[src/rtl/instruction_fetch_unit.sv]
// -----------------------------------------------------------------------------
// instruction_fetch_unit
//
// Front-end fetch stage that sits directly upstream of decode. It owns the PC
// and issues in-order word reads to instruction memory. Returned words are
// buffered together with their PC and handed to decode over a valid/ready
// handshake. A redirect from execute restarts fetch at a new PC. Words that are
// already buffered, or still in flight, are flushed.
//
// Optional feature macro: FETCH_MISALIGN_TRAP_EN
//   defined   : a redirect whose target has bits [1:0] != 0 raises the sticky
//               fetchMisaligned flag and halts fetch. The next aligned redirect
//               (or reset) clears the flag and resumes fetch.
//   undefined : target bits [1:0] are forced to zero, fetchMisaligned stays 0
//               and the HALT state is unreachable.
//
// Ports
//   clk, rst                       clock; synchronous active-high reset
//   imemReqValid/Ready/Addr        fetch request to instruction memory
//   imemRespValid/Data             in-order response words
//   instValid/Ready/Data/Pc        instruction and its PC, presented to decode
//   redirectValid/redirectPc       redirect pulse and its target, from execute
//   fetchMisaligned                sticky misaligned-target flag
// -----------------------------------------------------------------------------
package instruction_fetch_unit_pkg;
  typedef logic [31:0] instruction_t;
  typedef enum logic [1:0] {ST_IDLE, ST_FETCH, ST_HALT} fetch_state_t;
endpackage

module instruction_fetch_unit
  import instruction_fetch_unit_pkg::*;
#(
  parameter int              XLEN       = 64,
  parameter logic [XLEN-1:0] RESET_PC   = '0,
  parameter int              FIFO_DEPTH = 2,
  parameter int              MAX_OUTST  = 2
) (
  input  logic               clk,
  input  logic               rst,
  output logic               imemReqValid,
  input  logic               imemReqReady,
  output logic [XLEN-1:0]    imemReqAddr,
  input  logic               imemRespValid,
  input  logic [31:0]        imemRespData,
  output logic               instValid,
  input  logic               instReady,
  output instruction_t       instData,
  output logic [XLEN-1:0]    instPc,
  input  logic               redirectValid,
  input  logic [XLEN-1:0]    redirectPc,
  output logic               fetchMisaligned
);

  localparam int AW = $clog2(FIFO_DEPTH);
  localparam int QW = (MAX_OUTST > 1) ? $clog2(MAX_OUTST) : 1;
  // One common width for all counters. It is wide enough to hold count+outst,
  // which can be at most 2*FIFO_DEPTH.
  localparam int CW = AW + 2;
  localparam logic [CW-1:0] DEPTH_C = CW'(FIFO_DEPTH);
  localparam logic [CW-1:0] MAX_C   = CW'(MAX_OUTST);
  localparam logic [QW-1:0] Q_LAST  = QW'(MAX_OUTST - 1);

  fetch_state_t    state;
  logic [XLEN-1:0] pc;

  // Instruction buffer: circular, power-of-two depth.
  instruction_t    buf_data [FIFO_DEPTH];
  logic [XLEN-1:0] buf_pc   [FIFO_DEPTH];
  logic [AW-1:0]   rd_ptr, wr_ptr;
  logic [CW-1:0]   count;

  // PCs of accepted requests that are still waiting for a response. Responses
  // return in order, so this is a simple FIFO that runs in step with outst.
  logic [XLEN-1:0] pcq [MAX_OUTST];
  logic [QW-1:0]   q_rd, q_wr;
  logic [CW-1:0]   outst;
  logic [CW-1:0]   discard;

  logic [XLEN-1:0] target;
  logic            misaligned;
  logic            pop_raw, pop, req_fire, resp_fire, resp_keep;
  logic [CW-1:0]   eff_count;

  // PC always stays word aligned. Only the trap build looks at the low bits.
  assign target = redirectPc & ~XLEN'(3);
`ifdef FETCH_MISALIGN_TRAP_EN
  assign misaligned = (redirectPc[1:0] != 2'b00);
`else
  assign misaligned = 1'b0;
`endif

  assign instValid = (count != '0);
  assign instData  = buf_data[rd_ptr];
  assign instPc    = buf_pc[rd_ptr];

  assign pop_raw   = instValid & instReady;
  assign pop       = pop_raw & ~redirectValid;
  // The credit check counts the entry that decode frees in this cycle. This
  // lets a 2-entry buffer with 1-cycle memory sustain one instruction per
  // cycle.
  assign eff_count = count - CW'(pop_raw);

  assign imemReqValid = (state == ST_FETCH) && ((eff_count + outst) < DEPTH_C) &&
                        (outst < MAX_C) && !redirectValid;
  assign imemReqAddr  = pc;

  assign req_fire  = imemReqValid & imemReqReady;
  // A response that arrives with nothing outstanding is a protocol error and
  // is ignored.
  assign resp_fire = imemRespValid && (outst != '0);
  assign resp_keep = resp_fire && (discard == '0) && !redirectValid;

  // NOTE: every register here is written with <= so that all of them update
  // together on the edge, whatever order the statements are listed in.
  always_ff @(posedge clk) begin
    if (rst) begin
      state           <= ST_IDLE;
      pc              <= RESET_PC;
      rd_ptr          <= '0;
      wr_ptr          <= '0;
      count           <= '0;
      q_rd            <= '0;
      q_wr            <= '0;
      outst           <= '0;
      discard         <= '0;
      fetchMisaligned <= 1'b0;
    end else begin
      outst <= outst + CW'(req_fire) - CW'(resp_fire);

      if (req_fire) begin
        pcq[q_wr] <= pc;
        q_wr      <= (q_wr == Q_LAST) ? '0 : q_wr + QW'(1);
        pc        <= pc + XLEN'(4);
      end
      // Every response retires its queue entry, including discarded ones.
      if (resp_fire) q_rd <= (q_rd == Q_LAST) ? '0 : q_rd + QW'(1);

      if (redirectValid) begin
        // req_fire is gated off here, so only the responses still outstanding
        // after this cycle are owed to the old path.
        pc      <= target;
        count   <= '0;
        rd_ptr  <= '0;
        wr_ptr  <= '0;
        discard <= outst - CW'(resp_fire);
        if (misaligned) begin
          state           <= ST_HALT;
          fetchMisaligned <= 1'b1;
        end else begin
          state           <= ST_FETCH;
          fetchMisaligned <= 1'b0;
        end
      end else begin
        if (resp_fire && (discard != '0)) discard <= discard - CW'(1);
        // NOTE: the buffer storage is deliberately left out of reset. Entries
        // are only read while count marks them valid.
        if (resp_keep) begin
          buf_data[wr_ptr] <= imemRespData;
          buf_pc[wr_ptr]   <= pcq[q_rd];
          wr_ptr           <= wr_ptr + AW'(1);
        end
        if (pop) rd_ptr <= rd_ptr + AW'(1);
        count <= count + CW'(resp_keep) - CW'(pop);
        if (state == ST_IDLE) state <= ST_FETCH;
      end
    end
  end

endmodule

[config.mk]
export PLATFORM = sky130hd
export DESIGN_NAME = instruction_fetch_unit
export DESIGN_NICKNAME = d
export VERILOG_FILES = /design/src/rtl/instruction_fetch_unit.sv
export SDC_FILE = /design/constraint.sdc
export NUM_CORES = 1
export LEC_CHECK = 0
export CORE_ASPECT_RATIO = 0.9
export CORE_MARGIN = 2
export CORE_UTILIZATION = 30
export DETAILED_ROUTE_END_ITERATION = 8
export PLACE_DENSITY_LB_ADDON = 0.15
export SYNTH_ARGS = -nofsm -noshare
export SYNTH_HDL_FRONTEND = slang
export SYNTH_SLANG_ARGS = --single-unit
[constraint.sdc]
create_clock -name clk -period 13.7 [get_ports clk]
set_input_delay 2.74 -clock clk [delete_from_list [all_inputs] [get_ports clk]]
set_output_delay 2.74 -clock clk [all_outputs]
set_load 0.02 [all_outputs]
==> run_results.csv <==
group,metric,value,unit
run_status,status,"completed",
timing,finalCriticalPeriod,8.036,ns
detailed_routing,drt-met1-wl,20480,um
hold_path,hp-start,"q_rd$_SDFFE_PP0P_",
die,ios,265,
detailed_routing,dr_wl_met2,20590,um
cts,insertion_delay,0.57,ns
pwr,pwr-share-comb,13.8,%
timing,finalHoldViolations,0,
cts,cts_tree,"done",
die,core-area,52650,um2
logic_synthesis,synth-main-ff-cell,"edfxtp_1",
logic_synthesis,synth_top_cell_area_share,58.94,%
global_route,grt_pass1_vias,10243,
timing,tightestPinTransition,1.105,ns
worst_setup_path,reg2reg_slack,9.43,ns
timing,fin_crit_sh,58.66,%
detailed_routing,dr.pass1.iters,5,
logic_synthesis,yosysMostFrequentCell,"edfxtp_1",
cts,hold_buffers,0,
cts,root_buffer,"clkbuf_16",
die,dieArea,54840,um2
timing,maxSlewViolCount,0,
pwr,p_sw,744.6,uW
detailed_routing,wire_per_inst,21.32,um
logic_synthesis,ys_types,57,
hold_path,hold_depth,2,
cts,path_clk_slew,0.06,ns
detailed_routing,ant_nets,0,
die,start_util,30.19,%
pwr,pwr-share-seq,47.5,%
logic_synthesis,synth_common_cells,"312 x edfxtp_1, 163 x mux2_2, 78 x dfxtp_1",
cts,post_cts_resized,0,
timing,tns,0,ns
die,rows,80,
placement,io_buffers,257,
logic_synthesis,yosys-top-cells-area,"edfxtp_1 59%, mux2_2 12%, dfxtp_1 9.8%, nand2_1 1.5%, a31oi_1 1.3%",
finish,syn_to_final_growth,29.75,%
placement,placed_cells,2003,
finish,final_util,39.17,%
logic_synthesis,yosys.area.top_type,"edfxtp_1",
die,die_w,246.6,um
global_route,grt_pass1_wl,65500,um
worst_setup_path,rr_endpoint,"pcq[0][17]$_DFFE_PP_",
pwr,p_per_area,144.2,nW/um2
logic_synthesis,async_reset_ff_share,0,%
global_route,antenna_found_initial,4,
timing,clock.fmax,124.4,MHz
timing,max_slew_margin,26.34,%
finish,final_cell_count_no_fill,2084,
detailed_routing,vias,10065,
timing,grt_setup_unrepaired,"false",
detailed_routing,maxUsedRoutingLayer,"met5",
placement,routabilityCongestion,0.7344,
worst_setup_path,cp-end-kind,"output port",
global_route,grt_max_degree,68,
pwr,ir_drop,0.08744,mV
job,cap_viol_max_count,0,
placement,place_ws,5.677,ns
logic_synthesis,syn_avg_cell_area,14.54,um2
cts,post-cts-setup-buffers,0,
worst_setup_path,arrival,5.30,ns
logic_synthesis,postSynthCellCount,1093,
timing,setup_ws,5.664,ns
worst_setup_path,critPathLaunchType,"input port",
timing,hold_ws,0.5018,ns
placement,place_area,19230,um2
cts,clockBufferDepth,3,
logic_synthesis,synth_sequential_area_ratio,68.77,%
pwr,p_int,2.230,mW
cts,htreeDepth,2,
worst_setup_path,r2r-start,"count[2]$_SDFF_PP0_",
pwr,p_total,2.975,mW
pwr,clkPwrFrac,38.6,%
detailed_routing,wl_met3,2427,um
worst_setup_path,reg2regPathDepth,11,
worst_setup_path,worst-path-max-fanout,4,
logic_synthesis,ys_seq_elements,390,
detailed_routing,drt_iter0_drc,617,
logic_synthesis,synth-edff-count,312,
pwr,p_leak,6.672,nW
worst_setup_path,worstPathRequired,10.96,ns
logic_synthesis,yosysWarningCount,0,
global_route,grt_use_total,16.10,%
detailed_routing,routed_wirelength,44440,um
finish,nets,1469,
timing,skew,0.02249,ns
detailed_routing,vias_per_cell,4.830,
logic_synthesis,netlist_area,15900,um2
worst_setup_path,worst-setup-path-type,"input port to output port",
cts,cts_inserted_buffers,44,
finish,stdcell_area,20620,um2
placement,place_hpwl,27540,um
timing,report.final.setup_viol,0,
die,fp.dieH,222.4,um
pwr,p_sw_share,25.03,%
global_route,grt_remaining_overflow,0,
finish,fill_cells,5072,
hold_path,hold_path_class,"flip-flop to flip-flop",
finish,drive_gt1_share,18.63,%
cts,cts.sinks,390,
detailed_routing,drc,0,
-- flip-flops by register name (all words and copies together), names as in the netlist, named ones only --
register	flops
count	3
q_rd	1
state	1
rd_ptr	1
buf_pc	124
outst	3
discard	3
wr_ptr	1
pcq	124
imemReqAddr	62
q_wr	1
buf_data	64
-- worst max-delay path, cell delays in order --
cell and delay (ns):
clkdlybuf4s50_1 0.40, nand2_1 0.13, inv_1 0.06, ha_1 0.25, nand2b_1 0.15, fa_1 0.38, xnor2_1 0.18, xnor2_1 0.14
nor2_1 0.21, clkdlybuf4s50_1 0.64
-- how the worst max path moves through the flow --
stage                  start                        to  slack (ns)
3_3_place_gp       instReady              imemReqValid        5.64
6_report           instReady              imemReqValid        5.66
5_1_grt            instReady              imemReqValid        5.49
4_1_cts            instReady              imemReqValid        5.66
3_5_place_dp       instReady              imemReqValid        5.68
2_1_floorplan  redirectValid  buf_data[1][0]$_DFFE_PP_        2.93
-- layer usage --
layer / up-vias / track usage [%]
li1: 4700 / -
met1: 5051 / 22.23
met2: 251 / 25.09
met3: 59 / 3.442
met4: 4 / 5.363
met5: - / 0
-- power groups by stage --
stage | Sequential, mW | Clock (mW) | Combinational (mW)
4_1_cts | 1.42 | 1.19 | 0.419
5_1_grt | 1.42 | 1.23 | 0.452
3_5_place_dp | 1.44 | 0 | 0.416
3_3_place_gp | 1.44 | 0 | 0.414
6_report | 1.41 | 1.15 | 0.411
2_1_floorplan | 1.43 | 0 | 0.253
-- cell usage in the layout, fill, tap and decap left out, drive strengths merged, types with 16 or more instances in the layout --
| cell | Yosys | final |
|---|---|---|
| clkinv | 1 | 18 |
| nand4 | 24 | 24 |
| nand2 | 64 | 64 |
| nor3 | 18 | 18 |
| xnor2 | 17 | 17 |
| and3 | 22 | 22 |
| clkdlybuf4s50 | 0 | 255 |
| a21oi | 40 | 40 |
| mux2 | 163 | 163 |
| xor2 | 16 | 16 |
| a31oi | 33 | 33 |
| buf | 17 | 17 |
| nand3 | 32 | 32 |
| clkbuf | 46 | 55 |
| dfxtp | 78 | 78 |
| edfxtp | 312 | 312 |
| inv | 20 | 20 |
| o21ai | 25 | 25 |
| nor2 | 40 | 40 |
| and2 | 16 | 16 |
-- layout make-up --
| type | instances | area, um2 | area share, % |
|---|---|---|---|
| Antenna cell | 2 | 5.005 | 0.02427 |
| Timing Repair Buffer | 272 | 2675 | 12.97 |
| Inverter | 21 | 78.83 | 0.3822 |
| Clock buffer | 55 | 1164 | 5.642 |
| Clock inverter | 24 | 224.0 | 1.086 |
| Tap cell | 697 | 872.1 | 4.229 |
| Multi-Input combinational cell | 623 | 4667 | 22.63 |
| Sequential cell | 390 | 10940 | 53.04 |
-- logic make-up after synthesis --
kind of cell | after synthesis | share of synthesized area [%]
multiplexers | 163 | 11.55
adder cells (fa/ha/maj) | 15 | 1.322
flip-flops | 390 | 68.77
buffers and inverters | 84 | 2.141
XOR/XNOR | 33 | 1.818
AND/OR/NAND/NOR | 265 | 8.879
AO/OA/AOI/OAI | 142 | 5.502
other | 1 | 0.02359
Note: power is estimated with default switching activity, not from simulation.
